`src/rtl/dac_tx_pkg.sv`:
```
// Shared types and widths for the DAC serial transmit path.
package dac_tx_pkg;

    localparam int SAMPLE_W       = 32;
    localparam int UNDERRUN_CNT_W = 8;

    typedef logic [SAMPLE_W-1:0] sample_t;

    // Saturating increment used by the underrun counter.
    function automatic logic [UNDERRUN_CNT_W-1:0] sat_inc(input logic [UNDERRUN_CNT_W-1:0] v);
        return (&v) ? v : v + 1'b1;
    endfunction

endpackage

```
`src/rtl/tx_word_fifo.sv`:
```
// Single-clock first-word-fall-through sample buffer; pointers carry an extra
// wrap bit so full and empty are distinguishable.
module tx_word_fifo
    import dac_tx_pkg::*;
#(
    parameter int DEPTH = 4,
    localparam int AW = $clog2(DEPTH)
) (
    input  logic          i_clk,
    input  logic          i_rst_n,
    input  logic          i_push,
    input  sample_t       i_din,
    input  logic          i_pop,
    output logic          o_full,
    output logic          o_empty,
    output sample_t       o_dout,
    output logic [AW:0]   o_level
);

    sample_t     r_mem [DEPTH];
    logic [AW:0] r_wr_ptr;
    logic [AW:0] r_rd_ptr;
    logic        w_push;
    logic        w_pop;

    assign o_empty = (r_wr_ptr == r_rd_ptr);
    assign o_full  = (r_wr_ptr[AW] != r_rd_ptr[AW]) &&
                     (r_wr_ptr[AW-1:0] == r_rd_ptr[AW-1:0]);
    assign o_level = r_wr_ptr - r_rd_ptr;
    assign o_dout  = r_mem[r_rd_ptr[AW-1:0]];

    assign w_push = i_push && !o_full;
    assign w_pop  = i_pop && !o_empty;

    always_ff @(posedge i_clk) begin
        if (w_push) r_mem[r_wr_ptr[AW-1:0]] <= i_din;
    end

    // Reset only moves the pointers; stale storage contents are unreachable.
    always_ff @(posedge i_clk or negedge i_rst_n) begin
        if (!i_rst_n) begin
            r_wr_ptr <= '0;
            r_rd_ptr <= '0;
        end else begin
            if (w_push) r_wr_ptr <= r_wr_ptr + 1'b1;
            if (w_pop)  r_rd_ptr <= r_rd_ptr + 1'b1;
        end
    end

endmodule

```
`src/rtl/dac_output_tx.sv`:
```
// I2S / left-justified serial transmitter for the DAC data pin.
// Optional mute input is enabled by defining DAC_TX_MUTE_EN.
module dac_output_tx
    import dac_tx_pkg::*;
#(
    parameter bit I2S_MODE = 1'b0,
    parameter int DEPTH    = 4
) (
    input  logic                      bclk,
    input  logic                      resetn,
    input  logic                      sync,
    input  sample_t                   s_data,
    input  logic                      s_valid,
    output logic                      s_ready,
    output logic                      sdata_out,
    output logic                      slot_left,
    output logic                      underrun,
    output logic [UNDERRUN_CNT_W-1:0] underrun_cnt
`ifdef DAC_TX_MUTE_EN
    ,
    input  logic                      mute
`endif
);

    localparam int AW = $clog2(DEPTH);
    localparam logic [AW:0] FULL_LVL = (AW+1)'(DEPTH);

    logic                      r_sync_d;
    logic                      r_armed;
    sample_t                   r_sr;
    logic                      r_s_ready;
    logic                      r_sdata;
    logic                      r_slot_left;
    logic                      r_ur_pend;
    logic                      r_underrun;
    logic [UNDERRUN_CNT_W-1:0] r_ur_cnt;

    logic        w_slot_start;
    logic        w_take;
    logic        w_push;
    logic        w_pop;
    logic        w_ur;
    logic        w_mute;
    logic        w_full;
    logic        w_empty;
    sample_t     w_dout;
    sample_t     w_new_word;
    logic [AW:0] w_level;
    logic [AW:0] w_level_next;

`ifdef DAC_TX_MUTE_EN
    assign w_mute = mute;
`else
    assign w_mute = 1'b0;
`endif

    assign w_slot_start = sync ^ r_sync_d;
    assign w_take       = w_slot_start && r_armed;
    assign w_pop        = w_take && !w_empty;
    assign w_ur         = w_take && w_empty;
    assign w_push       = s_valid && r_s_ready && !w_full;
    // A muted slot still pops so the stream keeps its alignment.
    assign w_new_word   = (w_pop && !w_mute) ? w_dout : '0;

    // s_ready is registered from the post-edge fill level so it drops on the
    // same edge that fills the last entry.
    assign w_level_next = w_level + {{AW{1'b0}}, w_push} - {{AW{1'b0}}, w_pop};

    tx_word_fifo #(.DEPTH(DEPTH)) u_fifo (
        .i_clk   (bclk),
        .i_rst_n (resetn),
        .i_push  (w_push),
        .i_din   (s_data),
        .i_pop   (w_pop),
        .o_full  (w_full),
        .o_empty (w_empty),
        .o_dout  (w_dout),
        .o_level (w_level)
    );

    always_ff @(posedge bclk or negedge resetn) begin
        if (!resetn) begin
            r_sync_d    <= 1'b0;
            r_armed     <= 1'b0;
            r_sr        <= '0;
            r_s_ready   <= 1'b0;
            r_sdata     <= 1'b0;
            r_slot_left <= 1'b0;
            r_ur_pend   <= 1'b0;
            r_underrun  <= 1'b0;
            r_ur_cnt    <= '0;
        end else begin
            r_sync_d   <= sync;
            r_s_ready  <= (w_level_next != FULL_LVL);
            r_ur_pend  <= w_ur;
            r_underrun <= r_ur_pend;
            if (r_ur_pend) r_ur_cnt <= sat_inc(r_ur_cnt);
            if (w_slot_start) r_armed <= 1'b1;
            if (w_take) r_slot_left <= !sync;

            if (!r_armed) begin
                r_sdata <= 1'b0;
                r_sr    <= '0;
            end else if (w_take) begin
                // I2S emits the leftover bit of the previous slot first.
                if (I2S_MODE) begin
                    r_sdata <= r_sr[SAMPLE_W-1];
                    r_sr    <= w_new_word;
                end else begin
                    r_sdata <= w_new_word[SAMPLE_W-1];
                    r_sr    <= {w_new_word[SAMPLE_W-2:0], 1'b0};
                end
            end else begin
                r_sdata <= r_sr[SAMPLE_W-1];
                r_sr    <= {r_sr[SAMPLE_W-2:0], 1'b0};
            end
        end
    end

    assign s_ready      = r_s_ready;
    assign sdata_out    = r_sdata;
    assign slot_left    = r_slot_left;
    assign underrun     = r_underrun;
    assign underrun_cnt = r_ur_cnt;

endmodule

```
`config.mk`:
```
export PLATFORM = sky130hd
export DESIGN_NAME = dac_output_tx
export DESIGN_NICKNAME = d
export VERILOG_FILES = /design/src/rtl/dac_tx_pkg.sv /design/src/rtl/tx_word_fifo.sv /design/src/rtl/dac_output_tx.sv
export SDC_FILE = /design/constraint.sdc
export NUM_CORES = 1
export LEC_CHECK = 0
export ABC_AREA = 1
export CAP_MARGIN = 10
export CORE_MARGIN = 5
export CORE_UTILIZATION = 35
export DETAILED_ROUTE_END_ITERATION = 10
export PLACE_DENSITY = 0.52
export REMOVE_ABC_BUFFERS = 1
export SLEW_MARGIN = 0
export SYNTH_ARGS = -nofsm -noshare
export SYNTH_HDL_FRONTEND = slang
export SYNTH_SLANG_ARGS = --single-unit
```
`constraint.sdc`:
```
create_clock -name bclk -period 3.5 [get_ports bclk]
set_clock_uncertainty 0.15 [all_clocks]
set_input_delay 0.7 -clock bclk [delete_from_list [all_inputs] [get_ports bclk]]
set_output_delay 0.7 -clock bclk [all_outputs]
set_load 0.02 [all_outputs]
```
== Word-level counts from Yosys, hierarchy flattened ==
Memory sizes are Yosys's and may differ from the RTL's.
Cells that the tools add are included.

* Memories: 1
* Logic and storage cells: 44
* Bits in writable memories: 128
* Register bits: 53

{| class="wikitable"
|+ Memory list
! memory !! words !! bits a word !! rd ports !! clocked after memory_dff !! wr ports !! RTL line !! source
|-
| u_fifo.r_mem || 4 || 32 || 1 || 0 || 1 || tx_word_fifo.sv:20 || <nowiki>sample_t r_mem [DEPTH];</nowiki>
|}

* Muxes and demuxes: 7
* Bitwise gates (word level): 2
* Equality and inequality tests: 4
* $add $sub $neg: 6
* Reductions and logical operators: 13

{| class="wikitable"
|+ Operators with widths
! cell !! number
|-
| $mux W32 || 3
|-
| $add A8 B1 Y8 const B || 1
|-
| $logic_and A1 B1 Y1 || 8
|-
| $reduce_and A8 Y1 || 1
|-
| $add A3 B1 Y3 const B || 2
|-
| $mux W1 || 4
|-
| $add A3 B1 Y3 || 1
|-
| $eq A3 B3 Y1 || 1
|-
| $logic_not A1 Y1 || 3
|-
| $ne A3 B3 Y1 const B || 1
|-
| $sub A3 B1 Y3 || 1
|-
| $sub A3 B3 Y3 || 1
|-
| $eq A2 B2 Y1 || 1
|-
| $reduce_and A2 Y1 || 1
|-
| $ne A1 B1 Y1 || 1
|-
| $not A1 Y1 || 1
|-
| $xor A1 B1 Y1 || 1
|}

== Longest topological paths before layout ==
Gate-level depths: netlist of the first run.

* Depth after elaboration: 7
* Depth in mapped cells: 14
* Gate-level depth less buffers: 13

== Modules after synthesis ==
From an unflattened synthesis of the first run, not the netlist that was laid out.

* Cell total of the unflattened synthesis: 611
* Area total of the unflattened synthesis: 7400.8 µm²

{| class="wikitable"
|+ Modules (own cells, without submodules)
! module !! cells an instance !! area each (µm²) !! times used !! sequential area each (µm²)
|-
| tx_word_fifo || 373 || 5215.0 || 1 || 3993.8
|-
| dac_output_tx || 238 || 2185.8 || 1 || 1151.1
|}

== Worst setup path after synthesis of the first run ==
Ideal clock, no wire load.

* Kind: reg-to-reg
* From: reg u_fifo.r_rd_ptr[1]
* To: mem u_fifo.r_mem[0][0] (netlist name) (enable)
* Arrival time: 2.391 ns
* Path slack: 0.538 ns
* Required time: 2.929 ns
* Library setup time: 0.421 ns
* Cell stages (with the launch flop): 8
* Period minus slack after synthesis: 2.962 ns
* Cell sequence: dfrtp_1 > buf_2 > inv_4 > nand2_1 > nand2_1 > nand3_1 > nand3_2 > nor2_1

* Longest elaborated chain between the ends: 7

{| class="wikitable"
|+ Ends and longest elaborated chain
! element !! RTL line !! source
|-
| from (decl) || tx_word_fifo.sv:22 || <nowiki>logic [AW:0] r_rd_ptr;</nowiki>
|-
| from (signal assigned) || tx_word_fifo.sv:46 || <nowiki>if (w_pop) r_rd_ptr <= r_rd_ptr + 1'b1;</nowiki>
|-
| $eq A2 B2 Y1 * || tx_word_fifo.sv:28 || <nowiki>(r_wr_ptr[AW-1:0] == r_rd_ptr[AW-1:0]);</nowiki>
|-
| $logic_and A1 B1 Y1 * || tx_word_fifo.sv:27 || <nowiki>assign o_full = (r_wr_ptr[AW] != r_rd_ptr[AW]) &&</nowiki>
|-
| $logic_not A1 Y1 * || tx_word_fifo.sv:32, dac_output_tx.sv:61 ||
|-
| $logic_and A1 B1 Y1 || dac_output_tx.sv:61 || <nowiki>assign w_push = s_valid && r_s_ready && !w_full;</nowiki>
|-
| $logic_and A1 B1 Y1 * || tx_word_fifo.sv:32 || <nowiki>assign w_push = i_push && !o_full;</nowiki>
|-
| $mux W1 * || tx_word_fifo.sv:36 || <nowiki>if (w_push) r_mem[r_wr_ptr[AW-1:0]] <= i_din;</nowiki>
|-
| $mux W1 (implied by the code) * || tx_word_fifo.sv:36 ||
|-
| to (decl) || tx_word_fifo.sv:20 ||
|}

Mark *: on every way between the ends. The rest lies on a longest branch, timed or not.

== Worst setup path in the final report of the first run ==
* From: in sync
* To: reg r_s_ready (netlist: s_ready)

* Longest elaborated chain between the ends: 5

{| class="wikitable"
|+ Ends and longest elaborated chain
! element !! RTL line !! source
|-
| from (decl) || dac_output_tx.sv:11 || <nowiki>input logic sync,</nowiki>
|-
| $xor A1 B1 Y1 || dac_output_tx.sv:57 || <nowiki>assign w_slot_start = sync ^ r_sync_d;</nowiki>
|-
| $logic_and A1 B1 Y1 || dac_output_tx.sv:58 || <nowiki>assign w_take = w_slot_start && r_armed;</nowiki>
|-
| $logic_and A1 B1 Y1 || dac_output_tx.sv:59 || <nowiki>assign w_pop = w_take && !w_empty;</nowiki>
|-
| $sub A3 B1 Y3 || dac_output_tx.sv:67 || <nowiki>assign w_level_next = w_level + {{AW{1'b0}}, w_push} - {{AW{1'b0}}, w_pop};</nowiki>
|-
| $ne A3 B3 Y1 || dac_output_tx.sv:94 || <nowiki>r_s_ready <= (w_level_next != FULL_LVL);</nowiki>
|-
| to (signal assigned) || dac_output_tx.sv:94 ||
|-
| to (decl) || dac_output_tx.sv:31 || <nowiki>logic r_s_ready;</nowiki>
|}

No other way between the ends.
A chain may end at the register's enable or synchronous reset.

==> impl_metrics.csv, run 1 <==
group,metric,value,unit
detailed_routing,drt_iter0_markers,284,
setup_path,cp.required,3.67,ns
floorplan,die_width,159,um
clock_tree,hold_buffers,0,
setup_path,cpMaxStageDelayCell,"fa_1",
cells_and_area,area_delta_synth_final,17.6,%
detailed_routing,postRouteAntennaNets,0,
timing,finalCritPeriodShare,85.8,%
yosys,avgSynthCellArea,10.2,um2
timing,relSlewSlack,48.9,%
yosys,yosysSeqAreaShare,66.0,%
run_status,status,"finished, final reports clean",
clock_tree,cts_setup_buffers,0,
yosys,synth_area,7800,um2
floorplan,start_util,35.6,%
timing,slew_viol_final,0,
floorplan,coreArea,21900,um2
timing,worstMarginPinSlew,0.767,ns
clock_tree,cts_buffer_depth,2,
cells_and_area,nFillCells,2120,
yosys,synth_top_cell_area_share,49.3,%
setup_path,worst_path_most_repeated_cell,"fa_1",
detailed_routing,dr.pass1.iters,4,
detailed_routing,wirelength,15700,um
cells_and_area,drive_gt1_share,7.37,%
placement,dp_slack,0.0588,ns
setup_path,arrival,3.17,ns
yosys,ys_top_cells_by_area,"edfxtp_1 49%, dfrtp_1 17%, nand2_1 11%, inv_1 6.8%, nand3_1 6.3%",
placement,portBuffers,47,
run,drv_cap,0,
timing,finalHoldViolations,0,
clock_tree,cts_tree,"done",
clock_tree,cts_resized,0,
clock_tree,cts-buffers-inserted,17,
clock_tree,cts_max_level,4,
cells_and_area,final_common_cell,"nand2_1",
timing,max_clock_freq,0.333,GHz
clock_tree,cts.sink_count,180,
grt,grt.total_usage,12.8,%
detailed_routing,wire_per_inst,14.1,um
setup_path,crit_type,"input pin to flip-flop",
floorplan,die_height,159,um
floorplan,io_pins,48,
setup_path,cp_slowest_stage_delay,0.49,ns
grt,antenna_found_initial,0,
yosys,yosys_warnings,0,
grt,grt.overflow.total,0,
yosys,synthCells,768,
timing,fin_crit,3.00,ns
cells_and_area,post-route-util,41.9,%
placement,place_hpwl,8560,um
setup_path,path_max_fanout,3,
grt,grt_pass1_vias,4831,
timing,grt_setup_unrepaired,"no",
yosys,ys_types,24,
detailed_routing,drt-vias-per-instance,4.45,
cells_and_area,final_cell_mix,"230 x nand2_1, 141 x inv_1, 128 x edfxtp_1",
floorplan,core.rowCount,54,
clock_tree,insertion_delay,0.43,ns
floorplan,dieArea,25400,um2
pwr,powerDensity,792,nW/um2
placement,place_congestion,0.732,
yosys,ys_ff_latch,180,
worst_hold_path,hp-class,"input pin to asynchronous set/reset pin",
timing,final.setup.worst_slack,0.499,ns
yosys,synth_top_area_cell,"edfxtp_1",
setup_path,critPathCaptureType,"flip-flop",
setup_path,timing.critical_path.cells,"clkdlybuf4s50_1 > xnor2_2 > nor2_8 > nand2_2 > inv_2 > fa_1 > fa_1 > inv_1 > ha_1 > xnor2_1 > xor2_1 > nand2_1",
detailed_routing,drc_errors,0,
timing,setup_viol,0,
grt,grt_pass1_wl,25600,um
pwr,irDropWorstVdd,0.000435,V
grt,grt_max_degree,66,
clock_tree,path_clk_slew,0.07,ns
clock_tree,root_buffer,"clkbuf_16",
pwr,total_leakage_power,4.08,nW
setup_path,cp-start-kind,"input pin",
cells_and_area,nets,861,
detailed_routing,num_vias,4940,
==> Yosys cell counts <==
cell type  count
nand2_1      230
nand3_2        2
inv_1        142
fa_1           2
o21ai_0        6
xor2_1         4
nor2_1        12
nor2_8         1
buf_2         22
dfrtp_1       52
clkbuf_1       3
xnor2_2        1
inv_2          1
edfxtp_1     128
nand3_1       98
o21ai_1        1
xnor2_1        6
nand4_1        4
a21oi_1       32
buf_4          9
nand3b_1       1
ha_1           8
nand2_2        1
inv_4          2
==> stage by stage <==
step | area, um2 | hold WS, ns | power (mW) | instances | setup TNS [ns]
3_5_place_dp | 8570 | 0.211 | 5.45 | 1076 | 0
6_report | 9170 | 0.128 | 7.27 | 1109 | 0
4_1_cts | 9170 | 0.138 | 7.39 | 1108 | 0
2_1_floorplan | 7610 | 0.204 | 4.62 | 734 | -187.69
3_3_place_gp | 8570 | 0.213 | 5.43 | 1076 | 0
5_1_grt | 9170 | 0.170 | 7.82 | 1108 | 0
==> path summary, 6_finish.rpt <==
path / start / end / slack, ns / cells after the start
max: sync / s_ready / 0.50 / 12
min: resetn / underrun / 0.13 / 1
max reg2reg: u_fifo.r_wr_ptr[0] / s_ready / 0.76 / 13
min reg2reg: r_ur_pend / underrun / 0.22 / 0
max in group asynchronous: resetn / r_sr[17] / 2.16 / 3
min in group bclk: r_ur_pend / underrun / 0.22 / 0
==> worst max-delay path, delay by kind of cell <==
kind          cells  cell delay (ns)
xor+xnor          3             0.61
fa+ha+maj         3             1.12
simple gates      3             0.18
buf+inv           3             0.57
==> kinds of logic after synthesis <==
kind of cell    count (synthesis)  synth area share, %
compound gates                 39                 2.50
xor+xnor                       11                 1.33
fa+ha+maj                      10                 1.80
buf+inv                       179                 9.46
flops                         180                 66.0
simple gates                  349                 18.9
==> routing by layer <==
layer | up-vias | routed length (um) | GRT usage [%]
li1 | 2524 | - | -
met4 | 0 | 197 | 4.65
met3 | 16 | 568 | 2.49
met5 | - | 0 | 0
met1 | 2322 | 6970 | 16.1
met2 | 78 | 7940 | 22.1
==> flip-flops by register name, summed over array words and instances (netlist names) <==
signal / flops
underrun: 1
s_ready: 1
slot_left: 1
r_ur_pend: 1
r_sr: 31
u_fifo.r_wr_ptr: 3
r_sync_d: 1
u_fifo.r_mem: 128
r_armed: 1
sdata_out: 1
underrun_cnt: 8
u_fifo.r_rd_ptr: 3
==> power breakdown <==
group / switching, mW / total (mW) / internal, mW
combinational: 1.54 / 2.33 / 0.785
sequential: 0.173 / 3.03 / 2.86
clock: 0.837 / 1.91 / 1.07
==> layout make-up <==
type | count | area, um2 | share of cell area [%]
antenna | 1 | 2.50 | 0.0273
clock buffer | 17 | 425 | 4.64
clock inverter | 15 | 173 | 1.88
inverter | 145 | 549 | 5.99
multi-input combinational | 409 | 1950 | 21.2
sequential | 180 | 5150 | 56.1
tap | 280 | 350 | 3.82
timing repair buffer | 62 | 578 | 6.30
(Power assumes the default switching activity.)
==> run 2: changes to the inputs <==
--- a/config.mk
+++ b/config.mk
@@ -16,3 +16,4 @@
 export SYNTH_ARGS = -nofsm -noshare
 export SYNTH_HDL_FRONTEND = slang
 export SYNTH_SLANG_ARGS = --single-unit
+export TNS_END_PERCENT = 100
==> constraint.sdc (replaced) <==
create_clock -name bclk -period 3.6 [get_ports bclk]
set_clock_uncertainty 0.15 [all_clocks]
set_input_delay 0.72 -clock bclk [delete_from_list [all_inputs] [get_ports bclk]]
set_output_delay 0.72 -clock bclk [all_outputs]
set_load 0.02 [all_outputs]
==> run 2 against run 1 <==
  * Final cell count shrank 0.27%
  * Non-clock buffer count shrank 2
  * Sequential cell count is the same
  * Critical endpoint unchanged
==> impl_metrics.csv, run 2 (synthesis gave the netlist of run 1 again) <==
group,metric,value,unit
timing,relSlewSlack,48.6,%
timing,slew_viol_final,0,
floorplan,start_util,35.6,%
timing,grt_setup_unrepaired,"no",
timing,setup_tns,0,ns
timing,max_clock_freq,0.325,GHz
floorplan,coreArea,21900,um2
grt,grt_pass1_wl,26000,um
cells_and_area,largest_register_ff_count,128,
clock_tree,hold_buffers,0,
clock_tree,cts_tree,"done",
floorplan,io_pins,48,
detailed_routing,wirelength,15900,um
pwr,switching_share,35.8,%
placement,place_congestion,0.743,
detailed_routing,postRouteAntennaNets,0,
pwr,comb_power_share,32.7,%
setup_path,arrival,3.24,ns
floorplan,die_height,159,um
detailed_routing,drt_iter0_markers,247,
timing,finalHoldViolations,0,
setup_path,crit_type,"input pin to flip-flop",
pwr,switching_power,2.47,mW
detailed_routing,num_vias,4951,
timing,finalCritPeriodShare,85.5,%
grt,grt_max_degree,66,
clock_tree,cts_setup_buffers,0,
setup_path,cp-start-kind,"input pin",
cells_and_area,nets,859,
cells_and_area,multi_input_area,1950,um2
detailed_routing,drc_errors,0,
grt,grt.overflow.total,0,
timing,worstMarginPinSlew,0.771,ns
detailed_routing,wire_per_inst,14.4,um
clock_tree,insertion_delay,0.42,ns
pwr,finalPower,6.89,mW
clock_tree,cts_buffer_depth,2,
clock_tree,root_buffer,"clkbuf_16",
grt,antenna_found_initial,0,
clock_tree,cts-buffers-inserted,17,
pwr,internal_power,4.43,mW
cells_and_area,final_common_cell,"nand2_1",
cells_and_area,nFillCells,2140,
pwr,clock_power_share,24.4,%
timing,setup_viol,0,
clock_tree,cts_max_level,4,
worst_hold_path,hp-class,"flip-flop to flip-flop",
grt,grt_pass1_vias,4889,
cells_and_area,final_cell_mix,"230 x nand2_1, 141 x inv_1, 128 x edfxtp_1",
clock_tree,cts.sink_count,180,
placement,portBuffers,47,
pwr,total_leakage_power,4.05,nW
pwr,irDropWorstVdd,0.000425,V
floorplan,die_width,159,um
setup_path,cp.required,3.76,ns
clock_tree,cts_resized,0,
run,drv_cap,0,
timing,fin_crit,3.08,ns
cells_and_area,area_delta_synth_final,16.5,%
placement,place_hpwl,8430,um
timing,final.setup.worst_slack,0.520,ns
detailed_routing,dr.pass1.iters,4,
setup_path,critPathCaptureType,"flip-flop",
run_status,status,"finished, final reports clean",
pwr,powerDensity,759,nW/um2
setup_path,path_max_fanout,3,
clock_tree,path_clk_slew,0.06,ns
pwr,seqPwrFrac,42.8,%
cells_and_area,diodes,0,
floorplan,dieArea,25400,um2
placement,dp_slack,0.0944,ns
grt,grt.total_usage,12.9,%
floorplan,core.rowCount,54,
cells_and_area,drive_gt1_share,7.14,%
cells_and_area,register_area,5150,um2
detailed_routing,drt-vias-per-instance,4.48,
## run 2: cell type report
cell class,instances,area share [%]
sequential,180,56.6
clock inverter,14,1.13
inverter,145,6.04
timing repair buffer,60,6.20
multi-input combinational,409,21.4
clock buffer,18,4.72
tap,280,3.86
## run 2: metal layers
| metal | GRT usage (%) | vias to the layer above | routed length (um) | share of wire [%] |
|---|---|---|---|---|
| met5 | 0 | - | 0 | 0 |
| met3 | 3.03 | 11 | 549 | 3.5 |
| met2 | 21.9 | 57 | 7790 | 49 |
| met1 | 16.5 | 2359 | 7390 | 47 |
| li1 | - | 2524 | - | - |
| met4 | 3.68 | 0 | 153 | 0.96 |
## run 2: worst paths after layout
path / cells after the start / start / slack, ns / endpoint
worst max register to register: 13 / u_fifo.r_wr_ptr[0] / 0.78 / s_ready
worst min register to register: 0 / r_ur_pend / 0.23 / underrun
min in group asynchronous: 2 / resetn / 0.28 / underrun_cnt[6]
worst max-delay path: 12 / sync / 0.52 / s_ready
worst min-delay path: 0 / r_ur_pend / 0.23 / underrun
max in group asynchronous: 2 / resetn / 2.53 / u_fifo.r_rd_ptr[0]
## run 2: worst max-delay path, stage by stage
cell and delay [ns]:
clkdlybuf4s50_1 0.48, xnor2_2 0.31, nor2_8 0.04, nand2_2 0.09, inv_2 0.05, fa_1 0.43, fa_1 0.49, inv_1 0.05
ha_1 0.20, xnor2_1 0.16, xor2_1 0.15, nand2_1 0.06
## run 2: through the flow
step	std cells	hold WS [ns]	area, um2	util [%]
finish	1106	0.233	9090	41.5
global route	1106	0.252	9090	41.5
CTS	1106	0.241	9090	41.5
detailed placement	1074	0.226	8560	39.1
global placement	1074	0.212	8560	39.1
floorplan	734	0.204	7610	-
## run 2: power by group through the flow
stage | Combinational (mW) | Clock [mW] | Sequential, mW
2_1_floorplan | 1.39 | 0 | 3.10
3_3_place_gp | 2.30 | 0 | 2.99
3_5_place_dp | 2.31 | 0 | 3.00
4_1_cts | 2.33 | 1.74 | 2.96
5_1_grt | 2.61 | 1.81 | 3.00
6_report | 2.26 | 1.69 | 2.95
==> run 3: changes to the inputs <==
==> constraint.sdc (replaced) <==
create_clock -name bclk -period 3.02 [get_ports bclk]
set_clock_uncertainty 0.15 [all_clocks]
set_input_delay 0.604 -clock bclk [delete_from_list [all_inputs] [get_ports bclk]]
set_output_delay 0.604 -clock bclk [all_outputs]
set_load 0.02 [all_outputs]
==> run 3 against run 2 <==
  * Wire length is 0.27% lower
  * Hold slack worse by 0.21 ns
  * Sequential cell count stayed put
  * Highest routed layer unchanged
==> impl_metrics.csv, run 3 (synthesis gave the netlist of run 1 again) <==
group,metric,value,unit
detailed_routing,drt_iter0_markers,310,
detailed_routing,num_vias,4989,
placement,portBuffers,47,
detailed_routing,drc_errors,0,
detailed_routing,wirelength,15800,um
setup_path,path_max_fanout,5,
floorplan,core.rowCount,54,
cells_and_area,final_common_cell,"nand2_1",
cells_and_area,stdcell_area,9300,um2
cells_and_area,nFillCells,2115,
cells_and_area,largest_register_ff_count,128,
run,drv_cap,0,
setup_path,arrival,2.83,ns
grt,grt_pass1_vias,5016,
floorplan,start_util,35.6,%
timing,relSlewSlack,48.7,%
grt,antenna_found_initial,0,
clock_tree,insertion_delay,0.43,ns
detailed_routing,drt-vias-per-instance,4.47,
placement,placedCellCount,1084,
setup_path,crit_type,"flip-flop to flip-flop",
cells_and_area,final_cell_mix,"230 x nand2_1, 141 x inv_1, 128 x edfxtp_1",
setup_path,cp-start-kind,"flip-flop",
cells_and_area,post-route-util,42.5,%
grt,grt.total_usage,13.0,%
detailed_routing,wire_per_inst,14.2,um
floorplan,die_width,159,um
cells_and_area,final_cell_count_no_fill,1117,
timing,finalHoldViolations,0,
placement,place_hpwl,9250,um
clock_tree,cts.sink_count,180,
pwr,total_leakage_power,4.16,nW
floorplan,die_height,159,um
timing,setup_tns,0,ns
cells_and_area,area_delta_synth_final,19.2,%
setup_path,cp.required,3.18,ns
floorplan,coreArea,21900,um2
worst_hold_path,hp-class,"input pin to asynchronous set/reset pin",
clock_tree,cts-buffers-inserted,17,
grt,grt_max_degree,66,
detailed_routing,dr.pass1.iters,4,
timing,setup_viol,0,
clock_tree,cts_max_level,4,
cells_and_area,nets,870,
timing,max_clock_freq,0.375,GHz
timing,worstMarginPinSlew,0.770,ns
setup_path,critPathCaptureType,"flip-flop",
grt,grt_pass1_wl,26100,um
pwr,irDropWorstVdd,0.000429,V
setup_path,rr_worst_depth,13,
clock_tree,cts_buffer_depth,2,
clock_tree,cts_tree,"done",
clock_tree,path_clk_slew,0.07,ns
placement,place_congestion,0.731,
cells_and_area,drive_gt1_share,8.48,%
timing,fin_crit,2.67,ns
detailed_routing,postRouteAntennaNets,0,
placement,placed_area,8670,um2
grt,grt.overflow.total,0,
timing,grt_setup_unrepaired,"no",
clock_tree,root_buffer,"clkbuf_16",
floorplan,io_pins,48,
run_status,status,"finished, final reports clean",
timing,holdWs,0.0237,ns
timing,finalCritPeriodShare,88.4,%
pwr,powerDensity,923,nW/um2
floorplan,dieArea,25400,um2
timing,slew_viol_final,0,
cells_and_area,diodes,0,
==> run 3: cell types whose count changed in the layout (fill, tap and decap cells not counted), moves of 2 or more <==
cell and delta:
inv_6 -2, clkinv_4 +2, buf_12 +3, buf_4 +8, bufinv_16 +2, clkinv_2 -4
==> run 3: path summary, 6_finish.rpt <==
kind | to | from | slack, ns
min in group bclk | underrun | r_ur_pend | 0.23
worst max-delay path | s_ready | u_fifo.r_wr_ptr[1] | 0.35
worst min register to register | underrun | r_ur_pend | 0.23
max in group asynchronous | u_fifo.r_rd_ptr[0] | resetn | 2.11
worst max register to register | s_ready | u_fifo.r_wr_ptr[1] | 0.35
worst min-delay path | underrun_cnt[6] | resetn | 0.02
==> run 3: area by class of cell <==
cell class                 instances  area [um2]  area share (%)
multi-input combinational        409        1960            21.1
tap                              280         350            3.77
timing repair buffer              71         686            7.37
clock inverter                    14         170            1.83
sequential                       180        5150            55.3
clock buffer                      18         439            4.72
inverter                         145         549            5.91
==> run 3: per-stage QoR <==
stage          setup WS [ns]  power [mW]
6_report               0.351        8.58
5_1_grt                0.147        9.23
4_1_cts               0.0824        8.70
3_5_place_dp          -0.369        6.43
3_3_place_gp          -0.353        6.41
2_1_floorplan          -1.93        5.35
==> run 3: per-layer routing <==
metal	vias to the layer above	track usage [%]	wire [um]
met5	-	0	0
met4	0	4.42	231
met3	19	3.00	529
met2	59	22.0	7870
met1	2365	16.4	7210
li1	2546	-	-
==> run 3: repair_timing <==
item                       4_1_cts  5_1_grt
hold buffers                     0        0
gates resized for setup          0        2
setup endpoints to repair        0        1
buffers inserted                 0        1
==> run 3: report_power, final <==
group	switching (mW)	total (mW)	internal [mW]
Clock	0.985	2.25	1.27
Sequential	0.202	3.51	3.31
Combinational	1.82	2.82	0.995
Total	3.01	8.58	5.57
==> run 3: worst max-delay path, cell delays in order, from the launching register on <==
cell	delay, ns
dfrtp_1	0.43
inv_1	0.09
nand2_1	0.05
nand2_1	0.09
nand3_2	0.10
nand2_2	0.08
inv_2	0.04
fa_1	0.42
fa_1	0.48
inv_1	0.04
ha_1	0.20
xnor2_1	0.16
xor2_1	0.15
nand2_1	0.06
